`src/rtl/mem_stage_pkg.sv`:
```
// Shared CPU constants for the memory stage: memory opcodes, the timeout
// poison value, FSM state encodings and opcode classification helpers.
package mem_stage_pkg;

  localparam logic [4:0] OP_LD   = 5'h0D;
  localparam logic [4:0] OP_ST   = 5'h0E;
  localparam logic [4:0] OP_PUSH = 5'h0F;
  localparam logic [4:0] OP_POP  = 5'h10;

  localparam logic [31:0] TIMEOUT_POISON = 32'hDEAD_BEEF;

  localparam logic [0:0] S_IDLE = 1'b0;
  localparam logic [0:0] S_BUSY = 1'b1;

  function automatic logic is_load(input logic [4:0] op);
    return (op == OP_LD) || (op == OP_POP);
  endfunction

  function automatic logic is_store(input logic [4:0] op);
    return (op == OP_ST) || (op == OP_PUSH);
  endfunction

endpackage

```
`src/rtl/mem_timeout_cnt.sv`:
```
// 8-bit wait counter with synchronous clear, count enable and a
// terminal-count flag raised while the count equals TERM.
module mem_timeout_cnt #(
  parameter logic [7:0] TERM = 8'd254
) (
  input  logic clk,
  input  logic rst,
  input  logic clr,
  input  logic en,
  output logic tc
);

  logic [7:0] count;

  always_ff @(posedge clk or posedge rst) begin
    if (rst) begin
      count <= 8'd0;
    end else if (clr) begin
      count <= 8'd0;
    end else if (en) begin
      count <= count + 8'd1;
    end
  end

  assign tc = (count == TERM);

endmodule

```
`src/rtl/mem_stage.sv`:
```
// Memory pipeline stage: passes non-memory results through in one cycle and
// runs one blocking data-memory access at a time for loads and stores.
module mem_stage
  import mem_stage_pkg::*;
#(
  parameter int TIMEOUT = 255
) (
  input  logic        clk,
  input  logic        rst,
  input  logic        valid_i,
  input  logic [4:0]  opcode_i,
  input  logic [31:0] exeOut_i,
  input  logic [31:0] RegData1_i,
  output logic        stall_o,
  output logic        dmem_req,
  output logic        dmem_we,
  output logic [31:0] dmem_addr,
  output logic [31:0] dmem_wdata,
  input  logic        dmem_ack,
  input  logic [31:0] dmem_rdata,
  output logic        valid_o,
  output logic [31:0] wbData_o,
  output logic [4:0]  opcode_o,
  output logic        err_o
);

  // The timeout fires on the BUSY cycle that would bring the count to TIMEOUT.
  localparam logic [7:0] TERM = 8'(TIMEOUT - 1);

  logic [0:0] state;
  logic [4:0] op_q;
  logic       busy;
  logic       is_mem;
  logic       aligned;
  logic       cnt_tc;

  // Memory handshake: dmem_req stays high with addr/we/wdata frozen for the
  // whole BUSY period; a one-cycle dmem_ack completes it (rdata valid only then).
  // stall_o is the FSM state bit, so it doubles as the state debug view.
  assign busy     = (state == S_BUSY);
  assign stall_o  = busy;
  assign dmem_req = busy;
  assign is_mem   = is_load(opcode_i) || is_store(opcode_i);
  assign aligned  = (exeOut_i[1:0] == 2'b00);

  mem_timeout_cnt #(.TERM(TERM)) u_timeout_cnt (
    .clk (clk),
    .rst (rst),
    .clr (!busy),
    .en  (busy && !dmem_ack),
    .tc  (cnt_tc)
  );

  always_ff @(posedge clk or posedge rst) begin
    if (rst) begin
      state      <= S_IDLE;
      op_q       <= 5'h00;
      dmem_we    <= 1'b0;
      dmem_addr  <= 32'h0;
      dmem_wdata <= 32'h0;
      valid_o    <= 1'b0;
      err_o      <= 1'b0;
      wbData_o   <= 32'h0;
      opcode_o   <= 5'h00;
    end else begin
      valid_o <= 1'b0;
      err_o   <= 1'b0;
      case (state)
        S_IDLE: begin
          if (valid_i) begin
            if (!is_mem) begin
              valid_o  <= 1'b1;
              wbData_o <= exeOut_i;
              opcode_o <= opcode_i;
            end else if (!aligned) begin
              valid_o  <= 1'b1;
              err_o    <= 1'b1;
              wbData_o <= 32'h0;
              opcode_o <= opcode_i;
            end else begin
              state      <= S_BUSY;
              op_q       <= opcode_i;
              dmem_we    <= is_store(opcode_i);
              dmem_addr  <= exeOut_i;
              dmem_wdata <= RegData1_i;
            end
          end
        end
        default: begin
          // Ack has priority over a timeout landing in the same cycle.
          if (dmem_ack) begin
            state    <= S_IDLE;
            valid_o  <= 1'b1;
            wbData_o <= dmem_we ? dmem_wdata : dmem_rdata;
            opcode_o <= op_q;
          end else if (cnt_tc) begin
            state    <= S_IDLE;
            valid_o  <= 1'b1;
            err_o    <= 1'b1;
            wbData_o <= TIMEOUT_POISON;
            opcode_o <= op_q;
          end
        end
      endcase
    end
  end

endmodule

```
`config.mk`:
```
export PLATFORM = sky130hd
export DESIGN_NAME = mem_stage
export DESIGN_NICKNAME = d
export VERILOG_FILES = /design/src/rtl/mem_stage_pkg.sv /design/src/rtl/mem_timeout_cnt.sv /design/src/rtl/mem_stage.sv
export SDC_FILE = /design/constraint.sdc
export NUM_CORES = 1
export LEC_CHECK = 0
export ABC_AREA = 0
export ABC_CLOCK_PERIOD_IN_PS = 12700
export CORE_UTILIZATION = 35
export DETAILED_ROUTE_END_ITERATION = 10
export PLACE_DENSITY = 0.78
export SETUP_SLACK_MARGIN = 0.5
export SLEW_MARGIN = 0
export SYNTH_ARGS = -nofsm -noshare
export SYNTH_HDL_FRONTEND = slang
export SYNTH_SLANG_ARGS = --single-unit
```
`constraint.sdc`:
```
create_clock -name clk -period 12.7 [get_ports clk]
set_input_delay 3.175 -clock clk [delete_from_list [all_inputs] [get_ports clk]]
set_output_delay 3.175 -clock clk [all_outputs]
set_load 0.005 [all_outputs]
```
# After elaboration in Yosys (flattened, before gate mapping)
# Index checks and enable logic that the tools add are counted.
totals:
  ff_bits: 118
  in_bits: 105
  out_inout_bits: 106
  word_cells: 60
op_classes:
  addsub: 1
  eq_ne: 8
  n_mux: 31
  n_bitwise: 1
  reduce_logical: 9
op_table:
  columns: ["op", "count"]
  rows:
  - ["two-way mux 32 bit", 7]
  - ["two-way mux 5 bit", 6]
  - ["two-way mux 1 bit", 16]
  - ["two-way mux 8 bit", 2]
  - ["== test 5 x 4 -> 1 bit (second input constant)", 3]
  - ["adder 8 x 1 -> 8 bit (second input constant)", 1]
  - ["== test 8 bit (second input constant)", 1]
  - ["== test 5 bit (second input constant)", 1]
  - ["AND reduction 4 bit", 1]
  - ["logical OR 1 bit", 3]
  - ["!= test 3 x 2 -> 1 bit (second input constant)", 1]
  - ["!= test 3 bit (second input constant)", 1]
  - ["AND reduction 3 bit", 1]
  - ["logical NOT 2 bit", 1]
  - ["!= test 2 x 1 -> 1 bit (second input constant)", 1]
  - ["nonzero test 2 bit", 1]
  - ["logical AND 1 bit", 1]
  - ["logical NOT 1 bit", 1]
  - ["NOT 1 bit", 1]

# Depth between registers and ports, before layout
# Gate-level depths: netlist (run 1).
logic_depth:
  ltp_word: 6
  mapped_depth: 8
  depth_no_buf: 6

# By module
# A second synthesis (run 1) with hierarchy kept.
hier_totals:
  cells_unflattened: 419
  area_unflattened_um2: 5723.0
modules_own_cells:
  columns: ["module", "n_inst", "cells_per_inst", "area_each_um2", "seq_area_each_um2"]
  rows:
  - ["mem_stage", 1, 377, 5316.3, 2752.6]
  - ["mem_timeout_cnt", 1, 42, 406.6, 200.2]

# Least setup slack after synthesis (run 1)
# Ideal clock, no wire load.
synth_timing:
  path_kind: "input port to flip-flop"
  startpoint: "input opcode_i[2]"
  endpoint: "register dmem_addr[10]"
  arrival_time_ns: 4.503
  required_ns: 12.575
  slack_ns: 8.072
  stages: 6
  n_path_buf: 2
  path_cell_list: "nor3b_1 a2bb2oi_1 or4_1 buf_4 buf_6 mux2_4"
synth_via:
  elab_chain_len: 4
  word_cells_on_any_way: 8
  classes_between: "4 x eq/ne; 4 x reduce/logical"
synth_lines:
  columns: ["element", "line", "rtl"]
  rows:
  - ["start, declared", "mem_stage.sv:11", "input logic [4:0] opcode_i,"]
  - ["== test 5 x 4 -> 1 bit, or another cell as far along", "mem_stage_pkg.sv:16", "return (op == OP_LD) || (op == OP_POP);"]
  - ["logical OR 1 bit, on equally long branches", "mem_stage_pkg.sv:16, mem_stage_pkg.sv:20", null]
  - ["logical OR 1 bit (*)", "mem_stage.sv:43", "assign is_mem = is_load(opcode_i) || is_store(opcode_i);"]
  - ["AND reduction 4 bit (no line) (*)", null, null]
  - ["end signal, assigned", "mem_stage.sv:84", "dmem_addr <= exeOut_i;"]
  - ["end, declared", "mem_stage.sv:17", "output logic [31:0] dmem_addr,"]
# Every way passes the cells marked *; elsewhere a longest branch is shown, timed or not.
# A chain may end at the register's enable or synchronous reset.

# Worst setup path in the final report (run 1)
layout_timing:
  startpoint: "input opcode_i[0]"
  endpoint: "register dmem_wdata[0]"
layout_via:
  elab_chain_len: 4
  word_cells_on_any_way: 8
  classes_between: "4 x eq/ne; 4 x reduce/logical"
layout_lines:
  columns: ["element", "line", "rtl"]
  rows:
  - ["== test 5 x 4 -> 1 bit, or another cell as far along", "mem_stage_pkg.sv:16", null]
  - ["logical OR 1 bit, on equally long branches", "mem_stage_pkg.sv:16, mem_stage_pkg.sv:20", null]
  - ["logical OR 1 bit (*)", "mem_stage.sv:43", null]
  - ["AND reduction 4 bit (no line) (*)", null, null]
  - ["end signal, assigned", "mem_stage.sv:85", "dmem_wdata <= RegData1_i;"]
  - ["end, declared", "mem_stage.sv:18", "output logic [31:0] dmem_wdata,"]
# Marked as above.

==> results of run 1 <==
flip-flops by register name, indices dropped and copies added, names as in the netlist, 5 cells and up:
register,count
op_q,5
u_timeout_cnt.count,8
dmem_addr,32
wbData_o,32
dmem_wdata,32
opcode_o,5
area by class of cell:
| type | instances | area (um2) | share of cell area (%) |
|---|---|---|---|
| Tap cell | 216 | 270 | 3.15 |
| Multi-Input combinational cell | 228 | 2460 | 28.7 |
| Sequential cell | 118 | 2950 | 34.5 |
| Inverter | 27 | 104 | 1.21 |
| Clock buffer | 24 | 502 | 5.85 |
| Clock inverter | 8 | 143 | 1.66 |
| Timing Repair Buffer | 215 | 2140 | 25.0 |
synthesized netlist by cell type (all sizes together):
master	instances	area share [%]
dfrtp	118	52
mux2	108	26
mux2i	32	5.7
inv	27	1.8
o221ai	25	3.9
buf	15	2.4
clkbuf	13	0.86
and2	8	0.88
o21ai	8	0.71
o2bb2ai	8	1.2
nand2	6	0.40
xnor2	5	0.77
nand4	3	0.33
or3	3	0.33
a21boi	2	0.26
and3b	2	0.31
ha	2	0.44
nand2b	2	0.22
nor2	2	0.13
a2bb2oi	1	0.15
nand3	1	0.088
nand3b	1	0.13
nand4b	1	0.15
nor3	1	0.088
nor3b	1	0.13
o21bai	1	0.13
o22ai	1	0.11
o31a	1	0.15
o32ai	1	0.15
or2	1	0.11
or4	1	0.13
per-layer routing:
| metal | GRT usage (%) | share of wire (%) | up-vias |
|---|---|---|---|
| li1 | - | - | 1862 |
| met1 | 23.6 | 43 | 2116 |
| met2 | 32.7 | 50 | 152 |
| met3 | 4.58 | 4.8 | 33 |
| met4 | 9.76 | 2.7 | 0 |
| met5 | 0 | 0 | - |
worst max-delay path, cell delays in order:
cell and delay [ns]:
clkdlybuf4s50_1 0.48, o21bai_1 0.35, a2bb2oi_4 0.71, or4_4 0.68, buf_4 0.73, mux2_4 0.35
worst paths after layout:
kind	startpoint	end	slack, ns	cells past startpoint
worst max-delay path	opcode_i[0]	dmem_wdata[0]	6.44	6
worst min register to register	dmem_addr[1]	dmem_addr[1]	0.50	1
worst max register to register	dmem_req	dmem_wdata[0]	8.91	6
max in group asynchronous	rst	dmem_we	8.22	3
worst min-delay path	dmem_addr[1]	dmem_addr[1]	0.50	1
min in group asynchronous	rst	wbData_o[12]	3.30	2
power groups by stage:
stage	logic, mW	registers, mW	clock network [mW]
after floorplan	0.116	0.487	0
after detailed placement	0.303	0.493	0
final	0.301	0.489	0.524
after global routing	0.322	0.497	0.549
after global placement	0.295	0.489	0
after CTS	0.305	0.489	0.531
metrics by stage:
stage | instances | setup WS [ns] | hold slack, ns | util [%] | power [mW]
6_report | 836 | 6.44 | 0.501 | 54.1 | 1.31
5_1_grt | 836 | 6.32 | 0.526 | 54.1 | 1.37
4_1_cts | 836 | 6.45 | 0.507 | 54.1 | 1.32
3_5_place_dp | 804 | 6.00 | 0.490 | 50.1 | 0.796
3_3_place_gp | 804 | 6.14 | 0.473 | 50.1 | 0.784
2_1_floorplan | 401 | 6.40 | 0.464 | - | 0.603
kinds of logic (layout without fill, tap and decap cells):
kind of cell	count (synthesis)	in the layout	share of synthesized area (%)
DFF	118	118	52.1
and+or+nand+nor	33	33	3.44
AOI/OAI and AO/OA	48	48	6.78
buffers and inverters	55	274	5.03
adders and majority gates	2	2	0.442
xor gates and xnor gates	5	5	0.773
muxes	140	140	31.4
==> metrics.yaml, run 1 <==
area_growth_pct: 51.2
swShare_pct: 23.3
clkPwrFrac_pct: 39.9
drc: 0
drive_gt1_share_pct: 24.2
grt_overflow: 0
max_freq_mhz: 160
worst_pin_slew_ns: 0.926
dp_hpwl_um: 10900
start_util_pct: 35.8
path_clk_slew_ns: 0.05
comb_power_share_pct: 22.9
hp-class: "reg2reg"
path_max_fanout: 39
final.fill_count: 1297
fin_crit_sh_pct: 49.3
first_pass_iters: 4
drt_iter0_markers: 162
cap_violations: 0
cts_max_level: 4
cts_resized: 0
placement.cell_area_um2: 7930
skew_ns: 0.00868
cts_tree: "yes"
power_frac_seq_pct: 37.2
diodes: 0
vias: 4163
maxSlewViolCount: 0
portBuffers: 210
synth_seq_cells: 118
netlist-cell-type-count: 34
cp-start-kind: "input pin"
yosysWarnings: 0
die_width_um: 129
wl_um: 16100
grt.total_usage_pct: 19.5
antenna_left: 0
grt_max_degree: 72
end_kind: "flip-flop"
finalInstanceArea_um2: 8570
finalWeightedCongestion: 0.759
p_leak_nw: 3.88
p_int_mw: 1.01
setup_tns_ns: 0
syn_area_um2: 5670
std_cell_rows: 46
postCtsHoldBufs: 0
core_um2: 15800
critical_path_required_ns: 13.00
power_density_nw_per_um2: 153
ir_worst_vdd_v: 0.0000853
outcome: "complete, no violations"
cts_setup_buffers: 0
final_common_cell: "clkdlybuf4s50_1"
cts-root-buf: "clkbuf_16"
ioPinCount: 211
p_switching_uw: 306
seq_area_frac_synth_pct: 52.1
critPathKind: "in2reg"
fin_crit_ns: 6.26
cts_buffers: 17
nets: 714
clock_path_buffers: 2
avgSynthCellArea_um2: 14.1
cp.arrival_ns: 6.56
antenna_found_initial: 0
grt_pass1_wl_um: 24500
grt_pass1_vias: 4482
insertion_delay_ns: 0.42
final_cell_mix: "clkdlybuf4s50_1 (210), dfrtp_1 (117), mux2_4 (65), mux2_2 (43), mux2i_1 (32)"
wire_per_inst_um: 19.2
synth_nets: 508
die_height_um: 129
relSlewSlack_pct: 38.2
cts.sinks: 118
vias_per_cell: 4.98
setup_viol: 0
rsz0062_at_grt: "no"
syn-instance-count: 401
die_area_um2: 16700
hold_violations: 0
No activity file was read; power rests on OpenSTA's default activity.
==> inputs of run 2 (changes only) <==
--- a/config.mk
+++ b/config.mk
@@ -6,7 +6,7 @@
 export NUM_CORES = 1
 export LEC_CHECK = 0
 export ABC_AREA = 0
-export ABC_CLOCK_PERIOD_IN_PS = 12700
+export ABC_CLOCK_PERIOD_IN_PS = 6000
 export CORE_UTILIZATION = 35
 export DETAILED_ROUTE_END_ITERATION = 10
 export PLACE_DENSITY = 0.78
==> constraint.sdc (replaced) <==
create_clock -name clk -period 6 [get_ports clk]
set_input_delay 1.5 -clock clk [delete_from_list [all_inputs] [get_ports clk]]
set_output_delay 1.5 -clock clk [all_outputs]
set_load 0.005 [all_outputs]
==> run 2 against run 1 <==
Sequential share of layout area rose by 0.13 points. Largest cell class unchanged. Hold slack lost 0.020 ns. Final cell count increased by 0.12%. Non-clock buffer count rose by 2. Clock power up 97%. Sequential cell count did not move. Combinational power rose by 110%. Utilization shrank 0.20 points. Critical path depth unchanged. Global-route usage decreased by 0.11 points. Count of clock-buffer cells in the layout shrank 3.
==> metrics.yaml, run 2 (synthesized netlist as in run 1, its figures left out) <==
outcome: "complete, no violations"  # unchanged
drt_iter0_markers: 191  # was 162
start_util_pct: 35.8  # unchanged
die_height_um: 129  # unchanged
die_area_um2: 16700  # unchanged
ff_latch_area_um2: 2950  # unchanged
insertion_delay_ns: 0.41  # was 0.42 ns
setup_viol: 0  # unchanged
antenna_found_initial: 0  # unchanged
first_pass_iters: 5  # was 4
grt_max_degree: 54  # was 72
grt_overflow: 0  # unchanged
cts.sinks: 118  # unchanged
final_common_cell: "clkdlybuf4s50_1"  # unchanged
wl_um: 15800  # was 16100 um
max_freq_mhz: 235
cp-start-kind: "input pin"  # unchanged
crit_chain: "clkdlybuf4s50_1 > o21bai_1 > a2bb2oi_4 > or4_4 > buf_4 > mux2_4"  # unchanged
drc: 0  # unchanged
hp-class: "reg2reg"  # unchanged
end_kind: "flip-flop"  # unchanged
wire_per_inst_um: 18.9  # was 19.2 um
grt.total_usage_pct: 19.4  # was 19.5%
clock_path_buffers: 2  # unchanged
finalWeightedCongestion: 0.785  # was 0.759
cp.arrival_ns: 4.54  # was 6.56 ns
path_max_fanout: 36  # was 39
rsz0062_at_grt: "no"  # unchanged
hold_violations: 0  # unchanged
ioPinCount: 211  # unchanged
fin_crit_ns: 4.25
cap_violations: 0  # unchanged
cts_tree: "yes"  # unchanged
cts-root-buf: "clkbuf_16"  # unchanged
portBuffers: 210  # unchanged
p_leak_nw: 3.87  # was 3.88 nW
worst_pin_slew_ns: 1.08  # was 0.926 ns
antenna_left: 0  # unchanged
skew_ns: 0.00867  # was 0.00868 ns
postCtsHoldBufs: 0  # unchanged
cts_resized: 0  # unchanged
cp-startpoint: "opcode_i[1]"  # was opcode_i[0]
final.fill_count: 1313  # was 1297
relSlewSlack_pct: 28.2  # was 38.2%
hp-start: "dmem_addr[1]"  # unchanged
nets: 716  # was 714
drive_gt1_share_pct: 24.5  # was 24.2%
vias: 4177  # was 4163
diodes: 0  # unchanged
grt_pass1_wl_um: 24300  # was 24500 um
critical_path_buf_inv_count: 2  # unchanged
core_um2: 15800  # unchanged
ir_worst_vdd_v: 0.000180  # was 0.0000853 V
path_clk_slew_ns: 0.05  # about the same
cts_max_level: 4  # unchanged
grt_pass1_vias: 4547  # was 4482
cp_slowest_cell: "buf_4"  # unchanged
fin_crit_sh_pct: 70.8
cts_buffers: 17  # unchanged
reg2reg_from: "dmem_req"  # unchanged
power_density_nw_per_um2: 317  # was 153 nW/um2
vias_per_cell: 4.99  # was 4.98
std_cell_rows: 46  # unchanged
critical_path_required_ns: 6.29  # was 13.00 ns
crit_path_max_incr_delay_ns: 0.67  # was 0.73 ns
area_growth_pct: 50.7  # was 51.2%
critPathTopFamily: "buffers and inverters"  # unchanged
dp_hpwl_um: 10900  # about the same
maxSlewViolCount: 0  # unchanged
die_width_um: 129  # unchanged
critPathKind: "in2reg"  # unchanged
cts_setup_buffers: 0  # unchanged
setup_tns_ns: 0  # unchanged
reg_top3: "dmem_addr (32), dmem_wdata (32), wbData_o (32)"  # unchanged
final_cell_mix: "clkdlybuf4s50_1 (210), dfrtp_1 (117), mux2_4 (65), mux2_2 (43), mux2i_1 (32)"  # unchanged
fin_total_pwr_mw: 2.71  # was 1.31 mW
multiInputGateArea_um2: 2460  # unchanged
## run 2: changes by cell type in the layout (fill, tap and decap cells not counted)
| cell | before | now |
|---|---|---|
| clkbuf_8 | 5 | 3 |
| clkinv_2 | 3 | 6 |
| clkbuf_1 | 2 | 1 |
| bufinv_16 | 4 | 3 |
| buf_4 | 5 | 7 |
## run 2: power by group
group | internal, mW | total, mW | switching [mW]
sequential | 0.933 | 1.03 | 0.0999
clock | 0.679 | 1.03 | 0.356
combinational | 0.454 | 0.640 | 0.186
## run 2: final cells by class
type                            instances  area share, %
Clock inverter                         10           1.49
Sequential cell                       118           34.6
Multi-Input combinational cell        228           28.8
Timing Repair Buffer                  217           25.2
Tap cell                              216           3.17
Clock buffer                           21           5.51
Inverter                               27           1.22
## run 2: worst paths after layout
kind,cells after the start,slack (ns),end
worst max-delay path,6,1.75,dmem_addr[4]
worst min-delay path,1,0.48,dmem_addr[1]
worst max register to register,5,2.78,dmem_addr[4]
worst min register to register,1,0.48,dmem_addr[1]
max in group asynchronous,3,3.34,dmem_we
min in group asynchronous,2,1.56,dmem_addr[6]
## run 2: worst register-to-register path, cell delays in order, from the launching register on
cell       delay, ns
dfrtp_1         0.62
o21bai_1        0.28
a2bb2oi_4       0.44
or4_4           0.65
buf_4           0.72
mux2_4          0.39
## run 2: stage by stage
| stage | utilization, % | hold slack, ns | setup WS (ns) | instances | instance area, um2 |
|---|---|---|---|---|---|
| finish | 53.9 | 0.481 | 1.75 | 837 | 8540 |
| global route | 53.9 | 0.500 | 1.60 | 837 | 8540 |
| CTS | 53.9 | 0.488 | 1.75 | 837 | 8540 |
| detailed placement | 50.2 | 0.471 | 1.31 | 806 | 7940 |
| global placement | 50.2 | 0.474 | 1.43 | 806 | 7940 |
| floorplan | - | 0.464 | 1.37 | 401 | 5670 |
## run 2: metal layers
metal	global-route usage (%)	vias to the layer above	routed length [um]
met5	0	-	0
met4	9.20	0	407
met3	4.50	32	928
met2	33.2	169	7920
met1	23.1	2115	6590
li1	-	1861	-
